<file path="config.mk">
export PLATFORM = sky130hd
export DESIGN_NAME = i4003_driver
export DESIGN_NICKNAME = d
export VERILOG_FILES = /design/src/rtl/i4003_pkg.sv /design/src/rtl/i4003_phase_timer.sv /design/src/rtl/i4003_driver.sv
export SDC_FILE = /design/constraint.sdc
export NUM_CORES = 1
export LEC_CHECK = 0
export ABC_AREA = 1
export CORE_ASPECT_RATIO = 0.75
export CORE_MARGIN = 2
export CORE_UTILIZATION = 35
export DETAILED_ROUTE_END_ITERATION = 7
export HOLD_SLACK_MARGIN = 0.08
export PLACE_DENSITY_LB_ADDON = 0.2
export SYNTH_ARGS = -nofsm -noshare
export SYNTH_HDL_FRONTEND = slang
export SYNTH_SLANG_ARGS = --single-unit
</file>
<file path="constraint.sdc">
create_clock -name sysclk_i -period 1.5 [get_ports sysclk_i]
set_input_delay 0.3 -clock sysclk_i [delete_from_list [all_inputs] [get_ports sysclk_i]]
set_output_delay 0.3 -clock sysclk_i [all_outputs]
set_load 0.1 [all_outputs]
</file>
<file path="src/rtl/i4003_pkg.sv">
// Shared definitions for the i4003 shift-register chain driver and its bench model.
package i4003_pkg;

    // Time from a cp rising edge until the i4003 output latches settle.
    localparam int I4003_LATCH_NS = 250;

    typedef enum logic [1:0] {
        PH_IDLE = 2'd0,
        PH_LOW  = 2'd1,
        PH_HIGH = 2'd2,
        PH_TAIL = 2'd3
    } phase_e;

    // Converts a duration in ns to whole system-clock cycles, rounding up.
    function automatic int nstocy(input int ns, input int tcy);
        return (ns + tcy - 1) / tcy;
    endfunction

endpackage

</file>
<file path="src/rtl/i4003_phase_timer.sv">
// Phase timer: loadable down-counter, tc_o high while the count sits at zero.
// Latency: load takes effect on the next edge; a load of N gives N+1 cycles to tc.
// Backpressure: none, free-running once loaded.
module i4003_phase_timer #(
    parameter int CNT_W = 5
) (
    input  logic             clk_i,
    input  logic             rst_ni,
    input  logic             load_i,
    input  logic [CNT_W-1:0] load_val_i,
    output logic             tc_o
);

    logic [CNT_W-1:0] cnt_q;

    assign tc_o = (cnt_q == '0);

    always_ff @(posedge clk_i or negedge rst_ni) begin
        if (!rst_ni) begin
            cnt_q <= '0;
        end else if (load_i) begin
            cnt_q <= load_val_i;
        end else if (!tc_o) begin
            cnt_q <= cnt_q - CNT_W'(1);
        end
    end

endmodule

</file>
<file path="src/rtl/i4003_driver.sv">
// i4003 chain master: shifts a host word out on cp/serial_data and captures serial_return.
// Latency: accept to done pulse is (2*WIDTH+1)*HALF_CY cycles.
// Backpressure: load_ready low for the whole frame; load_valid while busy is dropped.
module i4003_driver
    import i4003_pkg::*;
#(
    parameter int SYSCLK_TCY  = 20,
    parameter int WIDTH       = 10,
    parameter int CP_HALF_NS  = 500,
    parameter int BLANK_SHIFT = 1
) (
    input  logic             sysclk_i,
    input  logic             rst_ni,
    input  logic             load_valid_i,
    output logic             load_ready_o,
    input  logic [WIDTH-1:0] load_data_i,
    input  logic             serial_return_i,
    output logic             cp_o,
    output logic             serial_data_o,
    output logic             enable_o,
    output logic [WIDTH-1:0] rx_data_o,
    output logic             done_o
);

    localparam int HALF_CY = nstocy(CP_HALF_NS, SYSCLK_TCY);
    localparam int CNT_W   = (HALF_CY > 1) ? $clog2(HALF_CY) : 1;
    localparam int BC_W    = (WIDTH > 1) ? $clog2(WIDTH) : 1;

    localparam logic [CNT_W-1:0] HALF_LD  = CNT_W'(HALF_CY - 1);
    localparam logic [BC_W-1:0]  LAST_BIT = BC_W'(WIDTH - 1);

    phase_e           state_q;
    logic             ready_q;
    logic             cp_q;
    logic             sd_q;
    logic             en_q;
    logic             done_q;
    logic [BC_W-1:0]  bit_cnt_q;
    logic [WIDTH-1:0] tx_shift_q;
    logic [WIDTH-1:0] rx_shift_q;
    logic [WIDTH-1:0] rx_shift_d;
    logic [WIDTH-1:0] rx_data_q;

    logic accept;
    logic tmr_load;
    logic tmr_tc;

    assign accept     = load_valid_i & ready_q;
    assign rx_shift_d = {rx_shift_q[WIDTH-2:0], serial_return_i};

    // The timer is rearmed on every phase change except the end of TAIL.
    assign tmr_load = accept | (tmr_tc & ((state_q == PH_LOW) | (state_q == PH_HIGH)));

    i4003_phase_timer #(
        .CNT_W (CNT_W)
    ) u_timer (
        .clk_i      (sysclk_i),
        .rst_ni     (rst_ni),
        .load_i     (tmr_load),
        .load_val_i (HALF_LD),
        .tc_o       (tmr_tc)
    );

    always_ff @(posedge sysclk_i or negedge rst_ni) begin
        if (!rst_ni) begin
            state_q    <= PH_IDLE;
            ready_q    <= 1'b1;
            cp_q       <= 1'b0;
            sd_q       <= 1'b0;
            en_q       <= 1'b0;
            done_q     <= 1'b0;
            bit_cnt_q  <= '0;
            tx_shift_q <= '0;
            rx_shift_q <= '0;
            rx_data_q  <= '0;
        end else begin
            done_q <= 1'b0;
            case (state_q)
                PH_IDLE: begin
                    cp_q <= 1'b0;
                    if (accept) begin
                        state_q    <= PH_LOW;
                        ready_q    <= 1'b0;
                        bit_cnt_q  <= '0;
                        tx_shift_q <= load_data_i;
                        sd_q       <= load_data_i[WIDTH-1];
                        if (BLANK_SHIFT != 0) begin
                            en_q <= 1'b0;
                        end
                    end
                end
                PH_LOW: begin
                    // Sample late in LOW so the chain output has long since settled.
                    if (tmr_tc) begin
                        rx_shift_q <= rx_shift_d;
                        cp_q       <= 1'b1;
                        state_q    <= PH_HIGH;
                    end
                end
                PH_HIGH: begin
                    if (tmr_tc) begin
                        cp_q <= 1'b0;
                        if (bit_cnt_q < LAST_BIT) begin
                            bit_cnt_q  <= bit_cnt_q + BC_W'(1);
                            tx_shift_q <= tx_shift_q << 1;
                            sd_q       <= tx_shift_q[WIDTH-2];
                            state_q    <= PH_LOW;
                        end else begin
                            state_q <= PH_TAIL;
                        end
                    end
                end
                PH_TAIL: begin
                    if (tmr_tc) begin
                        rx_data_q <= rx_shift_q;
                        done_q    <= 1'b1;
                        en_q      <= 1'b1;
                        ready_q   <= 1'b1;
                        state_q   <= PH_IDLE;
                    end
                end
                default: state_q <= PH_IDLE;
            endcase
        end
    end

    assign load_ready_o  = ready_q;
    assign cp_o          = cp_q;
    assign serial_data_o = sd_q;
    assign enable_o      = en_q;
    assign rx_data_o     = rx_data_q;
    assign done_o        = done_q;

    // A cp phase this short lets serial_data move before the i4003 latch point.
    if (HALF_CY < nstocy(I4003_LATCH_NS, SYSCLK_TCY) + 2) begin : g_half_cy_illegal
        always @(posedge sysclk_i) begin
            $error("i4003_driver: HALF_CY=%0d is below the i4003 latch minimum", HALF_CY);
        end
    end

endmodule

</file>
* Word-level counts from Yosys, hierarchy flattened
Cells that the tools add are included.
** Cells by class
- $add $sub $neg :: 2
- Multiply operators :: 0
- Divide/modulo/power cells :: 0
- $lt $le $gt $ge :: 1
- Eq/ne operators :: 9
- Shift-type cells :: 0
- Mux-type cells :: 27
- Bitwise logic cells :: 4
- Reductions and logical operators :: 11
** Operator list (number)
- $mux 9 :: 3
- $pmux 9 s2 :: 1
- $mux 4 :: 3
- $mux 2 :: 5
- $mux 5 :: 2
- $ne 2x2->1 const B :: 5
- $mux 1 :: 8
- $pmux 2 s4 :: 1
- $pmux 4 s2 :: 1
- $reduce_and 4->1 :: 2
- $reduce_and 3->1 :: 2
- $logic_not 5->1 :: 1
- $sub 5x1->5 const B :: 1
- $add 4x1->4 const B :: 1
- $eq 2x2->1 const B :: 2
- $lt 4x4->1 const B :: 1
- $pmux 1 s2 :: 2
- $reduce_and 2->1 :: 2
- $reduce_bool 2->1 :: 2
- $pmux 1 s3 :: 1
- $reduce_bool 3->1 :: 1
- $and 1x1->1 :: 2
- $eq 2x1->1 const B :: 1
- $logic_not 2->1 :: 1
- 2 further kinds :: 3
** Storage, ports and cells
- Register bits :: 45
- Bits in latches :: 0
- Bits in writable memories :: 0
- Bits in read-only memories :: 0
- Input bits :: 14
- Output and inout bits :: 15
- Word-level logic and storage cells :: 65
- Memories :: 0

* Logic depth before layout (Yosys ltp)
- Depth after elaboration :: 5
- Depth in mapped cells :: 10
- Depth with buffers taken out :: 8

* By module
Synthesis repeated with hierarchy kept, for this count alone.
** Second synthesis, totals
- Cell total of the unflattened synthesis :: 271
- Area, all modules :: 2234.6 um^2
** Modules (own cells, without submodules)
- i4003_driver :: instances 1, cells each 231, area an instance 1939.4 um^2, seq. area each 1002.2 um^2
- i4003_phase_timer :: instances 1, cells each 40, area an instance 295.3 um^2, seq. area each 125.1 um^2

* Least setup slack after synthesis
Ideal clock, no wire load.
- Kind :: reg2reg
- From :: register ready_q (netlist: load_ready_o)
- To :: register sd_q (netlist: serial_data_o)
- Setup time :: 120 ps
- Data arrival time :: 1624 ps
- Slack :: -244 ps
- Cell stages (with the launch flop) :: 9
- Buffers on the path :: 1
- Period minus slack after synthesis :: 1744 ps
- Path through :: dfstp_2 -> nand2_1 -> inv_1 -> nor2_1 -> inv_1 -> nand3_2 -> buf_6 -> nand2_1 -> nand2_1
** On the way
- Longest elaborated chain between the ends :: 3
** RTL lines
- start: declaration :: RTL line i4003_driver.sv:33 : logic ready_q;
- start signal: assignment :: RTL line i4003_driver.sv:67 : ready_q <= 1'b1;
- start signal: assignment :: RTL line i4003_driver.sv:83 : ready_q <= 1'b0;
- start signal: assignment :: RTL line i4003_driver.sv:118 : ready_q <= 1'b1;
- $and 1x1->1 :: RTL line i4003_driver.sv:48 : assign accept = load_valid_i & ready_q;
- $ne 2x2->1 (no source line)
- $reduce_and 4->1 (no source line)
- end signal: assignment :: RTL line i4003_driver.sv:86 : sd_q <= load_data_i[WIDTH-1];
- end signal: assignment :: RTL line i4003_driver.sv:106 : sd_q <= tx_shift_q[WIDTH-2];
- end: declaration :: RTL line i4003_driver.sv:35 : logic sd_q;
No other way between the ends.
A chain may end at the register's enable or synchronous reset.

* Worst setup path in the final report
- From :: register bit_cnt_q[1]
- To :: register bit_cnt_q[3]
** On the way
- Longest elaborated chain between the ends :: 4
- Elaborated cells between the ends (all ways) :: 7
- Classes of those cells :: add/sub (1); order compare (1); eq/ne (1); mux (3); reduce/logical (1)
** RTL lines
- start: declaration :: RTL line i4003_driver.sv:38 : logic [BC_W-1:0] bit_cnt_q;
- start signal: assignment :: RTL line i4003_driver.sv:104 : bit_cnt_q <= bit_cnt_q + BC_W'(1);
- $add 4x1->4 :: RTL line i4003_driver.sv:104
- $mux 4 :: RTL line i4003_driver.sv:103 : if (bit_cnt_q < LAST_BIT) begin
- $mux 4 :: RTL line i4003_driver.sv:101 : if (tmr_tc) begin
- $pmux 4 s2 :: RTL line i4003_driver.sv:78 : case (state_q)
Several ways; a longest one is shown, not always the timed one. The select of a mux whose other input is x is not followed.

==> results_dict.tcl <==
set metrics [dict create \
    max-cap-violations 0 \
    arrival_ns 1.68 \
    clk_pin_slew_ns 0.08 \
    grt_overflow_total 0 \
    netlist_instances 266 \
    startpoint_type "register" \
    slew_headroom_pct 72.6 \
    clock_sinks 45 \
    final_common_cell "nand2_1" \
    h-tree-depth 2 \
    seq_area_frac_synth_pct 51.9 \
    final_hold_viol_count 0 \
    dpl.hpwl_mm 3.06 \
    timing.final.crit_share_pct 98.7 \
    post-place-ws_ns -0.0748 \
    vias 1815 \
    cts.root.buffer_cell "clkbuf_8" \
    r2r_start "bit_cnt_q[1]" \
    syn_avg_cell_area_sq_um 8.16 \
    multi_input_area_sq_um 993 \
    wl_met2_mm 2.10 \
    reg2regPathDepth 7 \
    drt_iter0_drc 70 \
    grtUsageTotal_pct 16.0 \
    worstMarginPinSlew_ns 0.411 \
    path_class "register to register" \
    finalSetupViolCount 0 \
    end_kind "register" \
    max_stage_delay_ns 0.42 \
    hp-class "primary input to asynchronous set/reset pin" \
    internal_power_mw 1.80 \
    die_width_um 94.9 \
    nets 340 \
    final_cell_area_sq_mm 0.00315 \
    p_comb_share_pct 3.4 \
    worst_slack_ns 0.0188 \
    final.min_clock_period_ns 1.48 \
    top_layer "met4" \
    drc 0 \
    regArea_sq_mm 0.00113 \
    finalWirelength_mm 4.88 \
    finClkSkew_ns 0.00945 \
    utilization_pct 53.2 \
    synth.area.top_cells "dfrtp_1 (51%), nand2_1 (18%), inv_1 (5.2%), nand3_1 (5.1%), ha_1 (4.0%)" \
    drive_gt1_share_pct 27.8 \
    synth_largest_area_cell "dfrtp_1" \
    p_total_mw 2.24 \
    outcome "finished, final reports clean" \
    dp.cells 377 \
    avgViaCountPerCell 4.56 \
    r2r_slack_ns 0.02 \
    ys_warn_count 0 \
    clk_path_buf_depth 2 \
    grt_pass1_vias 1756 \
    yosysTopAreaCellShare_pct 50.7 \
    leakage_nw 1.53 \
    portBuffers 28 \
    insertion_delay_ns 0.30 \
    power_density_mw_per_mm2 711 \
    n_antenna_cell 0 \
    ys_ff_latch 45 \
    first_pass_iters 4 \
    synth.distinct_cells 23 \
    p_switching_mw 0.442 \
    max_freq_ghz 0.675 \
    seqPwrFrac_pct 54.2 \
    start_util_pct 36.7 \
    syn_nets 287 \
    cp_common_cell "nand2_1" \
    core_sq_mm 0.00592 \
    fin_cells 398 \
    critPathLaunch "bit_cnt_q[1]" \
    path_buf_inv 1 \
    row_count 24 \
    areaGrowthSynthToFinish_pct 44.9 \
    ir_worst_vdd_mv 0.333 \
    dr_wl_met3_um 146 \
    pwr-share-clk_pct 42.4 \
    cts_buffers 5 \
    crit_slowest_cell "dfrtp_1" \
    grt_max_degree 31 \
    ant_nets 0 \
    syn-cell-area_sq_mm 0.00217 \
    dpl-instance-area_sq_mm 0.00282 \
    final_cell_mix "nand2_1 (93), dfrtp_1 (43), inv_1 (22), nand3_1 (21), buf_12 (20)" \
    cp_max_fo 7 \
    avgRoutedWirePerCell_um 12.2 \
    timing.hold.ws_ns 0.459 \
    finalMaxSlewViolations 0 \
    cts_tree "done" \
    die_h_um 72.2 \
    crit_chain "inv_1, ha_2, nand2_2, a21oi_4, nand3_4, nand2_1, nand2_1" \
    rsz0062_at_grt "yes" \
    die_area_sq_mm 0.00686 \
    cp_data_required_time_ns 1.70 \
    routabilityCongestion 0.797 \
    grt_pass1_wl_mm 8.38 \
    ioPinCount 29 \
    setup-tns-final_ns 0 \
    antenna_found_initial 0 \
    netSwitchingFraction_pct 19.8 \
    worstReg2RegEnd "bit_cnt_q[3]" \
    path_delay_family "flip-flops" \
    wl_met1_mm 2.54 \
    n_fill_cell 559 \
]
power by group through the flow:
stage | registers [mW] | logic, mW | clock network, mW
floorplan | 1.24 | 0.0107 | 0
global placement | 1.24 | 0.0763 | 0
detailed placement | 1.24 | 0.0758 | 0
CTS | 1.21 | 0.0784 | 0.969
global route | 1.21 | 0.0859 | 1.02
finish | 1.21 | 0.0762 | 0.949
kinds of logic (layout without fill, tap and decap cells):
logic type | count (synthesis) | after routing | synth area share (%)
xor+xnor | 2 | 2 | 0.807
fa+ha+maj | 7 | 7 | 4.03
buf+inv | 40 | 92 | 7.95
compound gates | 27 | 27 | 7.26
simple gates | 145 | 147 | 28.0
flops | 45 | 45 | 51.9
state kept, by name (all words and copies together), names as in the netlist:
name	cells
load_ready_o	1
u_timer.cnt_q	5
done_o	1
state_q	2
tx_shift_q	9
serial_data_o	1
cp_o	1
rx_data_o	10
enable_o	1
bit_cnt_q	4
rx_shift_q	10
final cells by class:
| class | instances | area share, % |
|---|---|---|
| clock buffers | 7 | 2.74 |
| multi-input cells | 183 | 31.6 |
| flip-flops and latches | 45 | 36.0 |
| repair inverters | 3 | 0.716 |
| well taps | 78 | 3.10 |
| clock inverters | 1 | 0.955 |
| repair buffers | 51 | 21.2 |
| inverters | 30 | 3.70 |
repair_timing:
item	CTS	global route
setup buffers	2	5
resized for setup	9	24
pin swaps	3	14
endpoints found under the hold margin	14	0
gates cloned	5	0
setup endpoints to repair	17	34
hold buffers	1	0
Yosys cell counts:
| cell | number |
|---|---|
| nand2_1 | 106 |
| dfrtp_1 | 44 |
| inv_1 | 30 |
| nand3_1 | 22 |
| o21ai_0 | 15 |
| nor2_1 | 10 |
| o21ai_1 | 10 |
| ha_1 | 7 |
| buf_2 | 5 |
| a21oi_4 | 2 |
| buf_6 | 2 |
| nor2_2 | 2 |
| buf_1 | 1 |
| clkbuf_1 | 1 |
| clkbuf_2 | 1 |
| dfstp_2 | 1 |
| nand2_2 | 1 |
| nand3_2 | 1 |
| nand3_4 | 1 |
| nor2_4 | 1 |
| nor3_1 | 1 |
| xnor2_1 | 1 |
| xor2_1 | 1 |
how the worst max path moves through the flow:
stage | endpoint | cells past startpoint
floorplan | serial_data_o | 8
global placement | tx_shift_q[1] | 8
detailed placement | rx_data_o[7] | 7
CTS | u_timer.cnt_q[1] | 5
global route | bit_cnt_q[3] | 7
finish | bit_cnt_q[3] | 7
metal layers:
layer | global-route usage, % | up-vias
met5 | 0 | -
met4 | 6.44 | 0
met3 | 3.84 | 8
met2 | 22.6 | 23
met1 | 23.6 | 851
li1 | - | 933
No activity file was read; power rests on OpenSTA's default activity.
